<file path="config.mk">
export PLATFORM = sky130hd
export DESIGN_NAME = exc_ctrl
export DESIGN_NICKNAME = d
export VERILOG_FILES = /design/src/rtl/exc_ctrl.sv
export SDC_FILE = /design/constraint.sdc
export NUM_CORES = 1
export LEC_CHECK = 0
export ABC_CLOCK_PERIOD_IN_PS = 4800
export CORE_ASPECT_RATIO = 0.75
export CORE_UTILIZATION = 40
export CTS_BUF_LIST = sky130_fd_sc_hd__clkbuf_8
export DETAILED_ROUTE_END_ITERATION = 10
export HOLD_SLACK_MARGIN = 0.03
export PLACE_DENSITY = 0.9
export SYNTH_ARGS = -nofsm -noshare
export SYNTH_HDL_FRONTEND = slang
export SYNTH_SLANG_ARGS = --single-unit
</file>
<file path="constraint.sdc">
create_clock -name clk -period 4.8 [get_ports clk]
set_input_delay 0.72 -clock clk [delete_from_list [all_inputs] [get_ports clk]]
set_output_delay 0.72 -clock clk [all_outputs]
set_load 0.02 [all_outputs]
</file>
<file path="src/rtl/exc_ctrl.sv">
// exc_ctrl: commits WB-stage exceptions, interrupts and ERTN to the CSR file,
// then flushes the pipeline and hands a redirect target to fetch.
module exc_ctrl #(
  parameter int         FLUSH_CYCLES = 2,
  parameter logic [5:0] ECODE_INT    = 6'h00
) (
  input  logic        clk,
  input  logic        reset,
  input  logic        ex_valid,
  input  logic [5:0]  ex_ecode,
  input  logic [8:0]  ex_esubcode,
  input  logic [31:0] ex_pc,
  input  logic [31:0] ex_vaddr,
  input  logic        wb_inst_valid,
  input  logic        ertn_req,
  input  logic        has_int,
  input  logic [31:0] eentry,
  input  logic [31:0] era,
  input  logic        redirect_ready,
  output logic        wb_cancel,
  output logic        wb_ex,
  output logic [5:0]  wb_ecode,
  output logic [8:0]  wb_esubcode,
  output logic [31:0] wb_pc,
  output logic [31:0] wb_vaddr,
  output logic        ertn_flush,
  output logic        flush,
  output logic        redirect_valid,
  output logic [31:0] redirect_pc,
  output logic        busy,
  output logic [15:0] exc_cnt
);
  typedef enum logic [1:0] {IDLE, FLUSH, REDIRECT} state_t;
  state_t state, state_nx;
  logic [3:0] fcnt;
  logic idle, irq, take_ex, take_int, take_ertn, take;
  always_comb begin
    idle           = state == IDLE;
    irq            = has_int && wb_inst_valid;
    take_ex        = idle && ex_valid;
    take_int       = idle && !ex_valid && irq;
    take_ertn      = idle && !ex_valid && !irq && ertn_req && wb_inst_valid;
    take           = take_ex || take_int || take_ertn;
    wb_cancel      = take_ex || take_int;
    flush          = state == FLUSH;
    redirect_valid = state == REDIRECT;
    busy           = !idle;
    state_nx = idle ? (take ? FLUSH : IDLE) :
               flush ? (fcnt == 4'd0 ? REDIRECT : FLUSH) :
               redirect_valid ? (redirect_ready ? IDLE : REDIRECT) : IDLE;
  end
  always_ff @(posedge clk or posedge reset)
    if (reset) state <= IDLE;
    else state <= state_nx;
  always_ff @(posedge clk or posedge reset) begin
    if (reset) begin
      wb_ex       <= 1'b0;
      ertn_flush  <= 1'b0;
      wb_ecode    <= '0;
      wb_esubcode <= '0;
      wb_pc       <= '0;
      wb_vaddr    <= '0;
      redirect_pc <= '0;
      exc_cnt     <= '0;
      fcnt        <= '0;
    end else begin
      wb_ex      <= take_ex || take_int;
      ertn_flush <= take_ertn;
      if (take_ex || take_int) begin
        wb_ecode    <= take_ex ? ex_ecode : ECODE_INT;
        wb_esubcode <= take_ex ? ex_esubcode : 9'd0;
        wb_pc       <= ex_pc;
        wb_vaddr    <= take_ex ? ex_vaddr : 32'd0;
        exc_cnt     <= exc_cnt == 16'hFFFF ? exc_cnt : exc_cnt + 16'd1;
      end
      if (take) begin
        redirect_pc <= take_ertn ? era : eentry;
        fcnt        <= 4'(FLUSH_CYCLES - 1);
      end else if (flush && fcnt != 4'd0) fcnt <= fcnt - 4'd1;
    end
  end
endmodule
</file>
=== Word level (Yosys, flattened, before mapping) ===
Index checks and enable logic that the tools add are counted.

* Add/subtract/negate cells: 2
* Eq/ne operators: 3
* Mux-type cells: 12
* Bitwise gates (word level): 1
* Reduce and logical (&&, ||, !) cells: 18

{| class="wikitable"
|+ Operator list
! operator !! number
|-
| 32-bit two-way mux || 2
|-
| 16-bit by 1-bit adder with 16-bit output, second input constant || 1
|-
| 16-bit == test, second input constant || 1
|-
| 2-bit two-way mux || 5
|-
| 9-bit two-way mux || 1
|-
| 1-bit logical AND || 8
|-
| 4-bit two-way mux || 2
|-
| 6-bit two-way mux || 1
|-
| 4-bit logical NOT || 1
|-
| 4-bit nonzero test || 1
|-
| 4-bit by 1-bit subtractor with 4-bit output, second input constant || 1
|-
| 1-bit logical NOT || 3
|-
| 2-bit by 1-bit == test with 1-bit output, second input constant || 1
|-
| 2-bit == test, second input constant || 1
|-
| 2-bit logical NOT || 1
|-
| 1-bit logical OR || 2
|-
| 2-bit AND reduction || 1
|-
| 2-bit nonzero test || 1
|-
| 1-bit two-way mux || 1
|-
| 1-bit inverter || 1
|}

* Register bits: 135
* Bits of input ports: 150
* Output and inout port bits: 133
* Word-level logic and storage cells: 46

=== Longest topological paths before layout ===
Gate-level depths: netlist of run 1.

* Word-level depth: 8
* Depth in mapped cells: 7
* Mapped depth without buffers: 6

=== Least setup slack after synthesis of run 1 ===
OpenSTA, ideal clock, no wires.

* Path type: input port to output port
* Start: input port wb_inst_valid
* End: output port wb_cancel
* Data arrival time: 1.736 ns
* Required time: 4.080 ns
* Setup slack: 2.344 ns
* Cell stages on the path: 5
* Buffers on the path: 2
* Path through: a21oi_1 -> nand2b_1 -> inv_1 -> clkbuf_1 -> buf_1

* Longest elaborated chain between the ends: 3

{| class="wikitable"
|+ RTL lines
! what !! RTL line !! RTL
|-
| start: declaration || 14 || <nowiki>input logic wb_inst_valid,</nowiki>
|-
| 1-bit logical AND || 39 || <nowiki>irq = has_int && wb_inst_valid;</nowiki>
|-
| 1-bit logical AND || 41 || <nowiki>take_int = idle && !ex_valid && irq;</nowiki>
|-
| 1-bit logical OR || 44 || <nowiki>wb_cancel = take_ex || take_int;</nowiki>
|-
| end: declaration || 20 || <nowiki>output logic wb_cancel,</nowiki>
|}

No other way between the ends.

=== Final worst setup path of run 1 ===
Same ends and word-level chain as after synthesis.

==> parameters.txt, run 1 <==
Parameter                              Value

Cells and area
  Fraction of final layout cells sized beyond drive strength 1 ... 6.38%
  Filler cell count ... 1,030
  Diodes inserted ... 0
  Most used cells in the layout excluding fill and tap cells ... clkdlybuf4s50_1, dfrtp_1, nand2_1, a22o_1, nor2_1
  Area delta synth->final ... 63.8%
  Final Util ... 67.4%
  Post-route non-filler standard cell count ... 955
  Most common cell after layout, fill and taps aside ... clkdlybuf4s50_1
  Final-stage net count ... 923
  Post-route cell area ... 8770 sq um

Synthesis
  Dominant combinational cell family by area after synthesis ... simple AND/OR/NAND/NOR gates
  Post-synthesis cell type count ... 39
  Mean area per synthesized cell ... 10.8 sq um
  Fraction of synthesized area in multiplexers ... 0.420%
  Adder-cell share of the synthesized area ... 0.467%
  Synth Area in Compound Gates ... 13.0%
  Post-synthesis instance area ... 5360 sq um
  EDFF count, synth ... 0
  Net count after synthesis ... 649
  Fraction of the mapped netlist area in simple logic gates ... 17.9%
  Post-synthesis async set-or-reset flop share ... 100%
  Post-synthesis xor/xnor area fraction ... 2.29%
  Main synth FF type ... dfrtp_1
  Synthesis warning total ... 0
  Cell count after synthesis ... 497
  Sequential share of the synthesized area ... 63.1%
  Yosys reg bits ... 135

Timing
  Count of pins over their slew limit ... 0
  Relative slew slack ... 35.2%
  Final count of negative-setup-slack endpoints ... 0
  Hold Fails Final Rpt ... 0
  Period utilisation layout ... 69.6%
  RSZ-0062 raised after global routing ... false
  Final clock skew ... 16.0 ps
  Actual slew at the worst max-slew pin ... 967 ps
  Total negative setup slack ... 0 ps
  Final worst path period need ... 3340 ps
  Hold slack final ... 476 ps
  Top achievable clock speed ... 299 MHz

Setup path
  Startpoint type of the worst setup path ... input pin
  Critical setup path kind ... input pin to output port
  Cell family with the largest share of critical-path delay ... buffers and inverters
  Required time reported for the critical path endpoint ... 4080 ps
  Worst-case register-to-register setup slack ... 2380 ps
  Worst flop-to-flop path endpoint ... redirect_pc[16]
  Slowest Stage Delay on Critical Path ... 550 ps
  Buffering stage count on the worst path with inverters included ... 3
  Max stage delay cell, worst path ... clkdlybuf4s50_1
  Signal arrival time at the worst endpoint ... 2620 ps
  Critical Path, Cell by Cell ... clkdlybuf4s50_1 > a21oi_1 > nand2b_4 > inv_2 > clkdlybuf4s50_1
  Critical Path Fanout Max ... 39
  Worst reg2reg path startpoint ... state[0]
  FF-to-FF path depth ... 6
  Element type at the critical path end ... output port
  Most repeated library cell on the critical path ... clkdlybuf4s50_1

Die
  Initial standard-cell utilization of the core ... 41.2%
  Core Region ... 13,000 sq um
  Top-level port count ... 283
  Die width ... 136 microns
  DIE HEIGHT ... 102 microns
  Row count ... 36
  Area of the die ... 13,900 sq um

Global route
  Antenna violations before repair ... 0
  Via count of the first global-routing pass ... 4,839
  Pin count of the biggest net entering global routing ... 83
  Global-route wire length before repair ... 24,900 microns
  Global routing usage summed across all routing layers ... 23.7%
  Total global routing overflow ... 0

Status
  Result of the run ... complete, no violations

Clock network
  TritonCTS Buffers ... 17
  # clock sinks ... 135
  Clock Root Buffer ... clkbuf_8
  TritonCTS clock tree ... done
  Hold Buf Count CTS ... 0
  Worst skew pair latency ... 420 ps
  Setup Fix Bufs, Post-CTS ... 0
  Number of H-tree levels ... 4
  Number of gates resized after cts ... 0
  Buffer depth of the longest clock path ... 2
  Clock transition at the registers of the reported paths ... 70 ps

Pwr
  Pwr per Cell Area ... 657 nW/um^2
  IR drop worst, VDD ... 0.000334 V
  Leakage ... 3.82 nW

Routing
  DR vias/cell ... 5.08
  Overall routed net length ... 16,400 microns
  Violation count after the first detailed-route iteration ... 174
  Wire length per cell after detailed routing ... 17.2 microns
  Via count ... 4,855
  Initial DRT Pass Iterations ... 4
  Detail Route Antenna Nets ... 0
  Detailed-route DRC error count ... 0

Min path
  Hold path cells ... 2
  Launch instance of the worst min-delay path ... wb_pc[17]
  Worst hold path type ... register to register
  End point of the most critical hold path ... wb_pc[17]

Placement
  Placer's final routability congestion estimate ... 0.788
  Cell count after placement ... 923
  Quantity of I/O buffers inserted on ports ... 282
  Dpl cell area ... 8330 sq um
  HPWL after DPL ... 11,700 microns

Flow run
  Max-capacitance violation count ... 0
==> worst max path at each step <==
stage	start	endpoint	slack (ps)	depth (start not counted)
final	wb_inst_valid	wb_cancel	1460	5
after global routing	wb_inst_valid	wb_cancel	1320	5
after CTS	wb_inst_valid	wb_cancel	1460	5
after detailed placement	wb_inst_valid	wb_cancel	1470	5
after global placement	wb_inst_valid	wb_cancel	1550	5
after floorplan	reset	ertn_flush	470	1
==> state kept, by name (all words and copies together), names as in the netlist <==
| name | count |
|---|---|
| redirect_pc | 32 |
| wb_pc | 32 |
| wb_vaddr | 32 |
| exc_cnt | 16 |
| wb_esubcode | 9 |
| wb_ecode | 6 |
| fcnt | 4 |
| state | 2 |
| ertn_flush | 1 |
| wb_ex | 1 |
==> through the flow <==
stage	setup WS, ps	power [W]
6_report	1460	0.00577
5_1_grt	1320	0.00608
4_1_cts	1460	0.00581
3_5_place_dp	1470	0.00473
3_3_place_gp	1550	0.00465
2_1_floorplan	469	0.00336
==> per-layer routing <==
layer	vias to the layer above	share of wire [%]	global-route usage, %
li1	2284	-	-
met2	190	52	41.4
met1	2356	39	28.1
met5	-	0	0
met4	0	2.0	8.12
met3	25	6.9	7.09
==> area by class of cell <==
cell class / instances / area (sq um) / area share, %
clock buffer: 17 / 234 / 2.67
clock inverter: 15 / 214 / 2.44
inverter: 8 / 35.0 / 0.399
multi-input combinational: 321 / 1830 / 20.9
sequential: 135 / 3380 / 38.5
tap: 171 / 214 / 2.44
timing repair buffer: 288 / 2870 / 32.7
==> Yosys cell counts (all sizes together), types with 3 or more instances <==
| cell | number | area (sq um) |
|---|---|---|
| inv | 7 | 26.3 |
| clkbuf | 16 | 60.1 |
| nand4 | 5 | 37.5 |
| xnor2 | 3 | 26.3 |
| nor3 | 35 | 175 |
| a22o | 47 | 412 |
| nor2 | 40 | 153 |
| nand2 | 107 | 402 |
| nor4 | 4 | 46.3 |
| buf | 17 | 66.3 |
| xor2 | 11 | 96.3 |
| o22ai | 32 | 200 |
| nand3 | 9 | 45.0 |
| dfrtp | 135 | 3380 |
| a21oi | 4 | 20.0 |
==> cells by family after synthesis <==
logic type	count (synthesis)
buffers and inverters	41
adders and majority gates	2
and+or+nand+nor	213
xor gates and xnor gates	14
DFF	135
AOI/OAI and AO/OA	90
muxes	2
==> worst min-delay path: stages (launching register included) <==
cell and delay [ps]:
dfrtp_1 340, nand2_1 50, nand2_1 50
==> power by group <==
group	internal [W]	total (W)	switching (W)	leakage (nW)
sequential	0.00163	0.00193	0.000303	1.65
clock	0.000579	0.00106	0.000479	0.223
combinational	0.00131	0.00278	0.00147	1.95
Power figures use the tool's default switching activity.
==> run 2, diff against run 1 <==
==> config.mk (replaced) <==
export PLATFORM = sky130hd
export DESIGN_NAME = exc_ctrl
export DESIGN_NICKNAME = d
export VERILOG_FILES = /design/src/rtl/exc_ctrl.sv
export SDC_FILE = /design/constraint.sdc
export NUM_CORES = 1
export LEC_CHECK = 0
export ABC_CLOCK_PERIOD_IN_PS = 3000
export CORE_ASPECT_RATIO = 0.75
export CORE_UTILIZATION = 37
export CTS_BUF_LIST = sky130_fd_sc_hd__clkbuf_8
export DETAILED_ROUTE_END_ITERATION = 10
export HOLD_SLACK_MARGIN = 0.03
export PLACE_DENSITY = 0.88
export SYNTH_ARGS = -nofsm -noshare
export SYNTH_HDL_FRONTEND = slang
export SYNTH_SLANG_ARGS = --single-unit
==> constraint.sdc (replaced) <==
create_clock -name clk -period 3 [get_ports clk]
set_input_delay 0.45 -clock clk [delete_from_list [all_inputs] [get_ports clk]]
set_output_delay 0.45 -clock clk [all_outputs]
set_load 0.02 [all_outputs]
==> parameters.txt, run 2 (synthesis gave the netlist of run 1 again) <==
Parameter                              Value

Clock network
  TritonCTS clock tree ... done
  Setup Fix Bufs, Post-CTS ... 0
  # clock sinks ... 135
  Number of H-tree levels ... 4
  Buffer depth of the longest clock path ... 2
  Number of gates resized after cts ... 0
  TritonCTS Buffers ... 17
  Hold Buf Count CTS ... 0
  Clock transition at the registers of the reported paths ... 70 ps
  Clock Root Buffer ... clkbuf_8
  Worst skew pair latency ... 420 ps

Die
  Row count ... 37
  Core Region ... 13,900 sq um
  Die width ... 141 microns
  Initial standard-cell utilization of the core ... 38.4%
  DIE HEIGHT ... 106 microns
  Area of the die ... 15,000 sq um
  Top-level port count ... 283

Pwr
  Share of power burned in the clock network ... 15.9%
  Sequential power share ... 34.4%
  Total power consumption of the routed design ... 0.00896 W
  Part of the power in combinational logic ... 49.7%
  Leakage ... 3.80 nW
  Switching component of the power ... 0.00351 W
  IR drop worst, VDD ... 0.000537 V
  Switching portion of total power ... 39.2%
  Pwr per Cell Area ... 1020 nW/um^2
  Int Power ... 0.00545 W

Routing
  Wire length per cell after detailed routing ... 15.7 microns
  Detail Route Antenna Nets ... 0
  Violation count after the first detailed-route iteration ... 226
  Detailed-route DRC error count ... 0
  Via count ... 4,794
  DR vias/cell ... 4.90
  Overall routed net length ... 15,400 microns
  Initial DRT Pass Iterations ... 6

Setup path
  Critical Path Fanout Max ... 3
  Element type at the critical path end ... output port
  Required time reported for the critical path endpoint ... 2550 ps
  Signal arrival time at the worst endpoint ... 1980 ps
  Critical setup path kind ... input pin to output port
  Startpoint type of the worst setup path ... input pin

Global route
  Total global routing overflow ... 0
  Antenna violations before repair ... 0
  Via count of the first global-routing pass ... 4,921
  Global routing usage summed across all routing layers ... 21.2%
  Global-route wire length before repair ... 24,700 microns
  Pin count of the biggest net entering global routing ... 136

Timing
  Top achievable clock speed ... 411 MHz
  Hold Fails Final Rpt ... 0
  Relative slew slack ... 49.5%
  Count of pins over their slew limit ... 0
  Actual slew at the worst max-slew pin ... 757 ps
  Hold slack final ... 475 ps
  RSZ-0062 raised after global routing ... false
  Final count of negative-setup-slack endpoints ... 0
  Total negative setup slack ... 0 ps
  Final worst path period need ... 2430 ps
  Period utilisation layout ... 81.1%
  Final clock skew ... 12.1 ps

Cells and area
  Post-route cell area ... 8760 sq um
  Fraction of final layout cells sized beyond drive strength 1 ... 6.38%
  Most common cell after layout, fill and taps aside ... clkdlybuf4s50_1
  Area of all sequential standard cells ... 3380 sq um
  Most used cells in the layout excluding fill and tap cells ... clkdlybuf4s50_1, dfrtp_1, nand2_1, a22o_1, nor2_1
  Area of combinational cells with multiple inputs ... 1830 sq um
  Area delta synth->final ... 63.5%
  Registers with the most flip-flops ... redirect_pc (32), wb_pc (32), wb_vaddr (32)
  Final-stage net count ... 924
  Post-route non-filler standard cell count ... 979
  Diodes inserted ... 0
  Filler cell count ... 1,123

Status
  Result of the run ... complete, no violations

Placement
  Dpl cell area ... 8390 sq um
  HPWL after DPL ... 10,800 microns
  Cell count after placement ... 948
  Quantity of I/O buffers inserted on ports ... 282
  Placer's final routability congestion estimate ... 0.787

Min path
  Worst hold path type ... register to register

Flow run
  Max-capacitance violation count ... 0
==> run 2: power groups by stage <==
stage	registers (W)	clock network, W	logic [W]
CTS	0.00308	0.00147	0.00450
finish	0.00308	0.00143	0.00445
floorplan	0.00397	0	0.00141
global route	0.00318	0.00155	0.00477
detailed placement	0.00310	0	0.00449
global placement	0.00307	0	0.00441
==> run 2: layout make-up <==
| type | instances | area share, % |
|---|---|---|
| Clock inverter | 14 | 1.54 |
| Multi-Input combinational cell | 321 | 20.9 |
| Clock buffer | 17 | 2.67 |
| Tap cell | 195 | 2.79 |
| Inverter | 8 | 0.386 |
| Timing Repair Buffer | 289 | 33.1 |
| Sequential cell | 135 | 38.6 |
==> run 2: routing by layer <==
metal  track usage, %  wire length, microns  up-vias
li1                 -                     -     2284
met1             25.3                  6430     2299
met2             36.2                  7540      185
met3             6.17                  1020       26
met4             8.39                   376        0
met5                0                     0        -
==> run 2: per-stage QoR <==
stage / setup slack [ps] / util [%]
after global placement: 548 / 60.2
after detailed placement: 549 / 60.2
after global routing: 438 / 62.8
after floorplan: 871 / -
final: 567 / 62.8
after CTS: 552 / 62.8
==> run 2: worst paths after layout <==
check / from / to / slack, ps / cells past startpoint
max in group asynchronous: reset / wb_vaddr[30] / 1850 / 3
setup / recovery: ex_valid / wb_cancel / 570 / 5
min in group asynchronous: reset / wb_vaddr[23] / 570 / 3
hold reg to reg: wb_pc[21] / wb_pc[21] / 470 / 2
setup reg to reg: state[1] / exc_cnt[8] / 1100 / 5
hold / removal: wb_pc[21] / wb_pc[21] / 470 / 2
==> run 2: worst max-delay path, cell delays in order <==
cell and delay [ps]:
clkdlybuf4s50_1 440, a21oi_1 290, nand2b_4 220, inv_2 40
clkdlybuf4s50_1 540
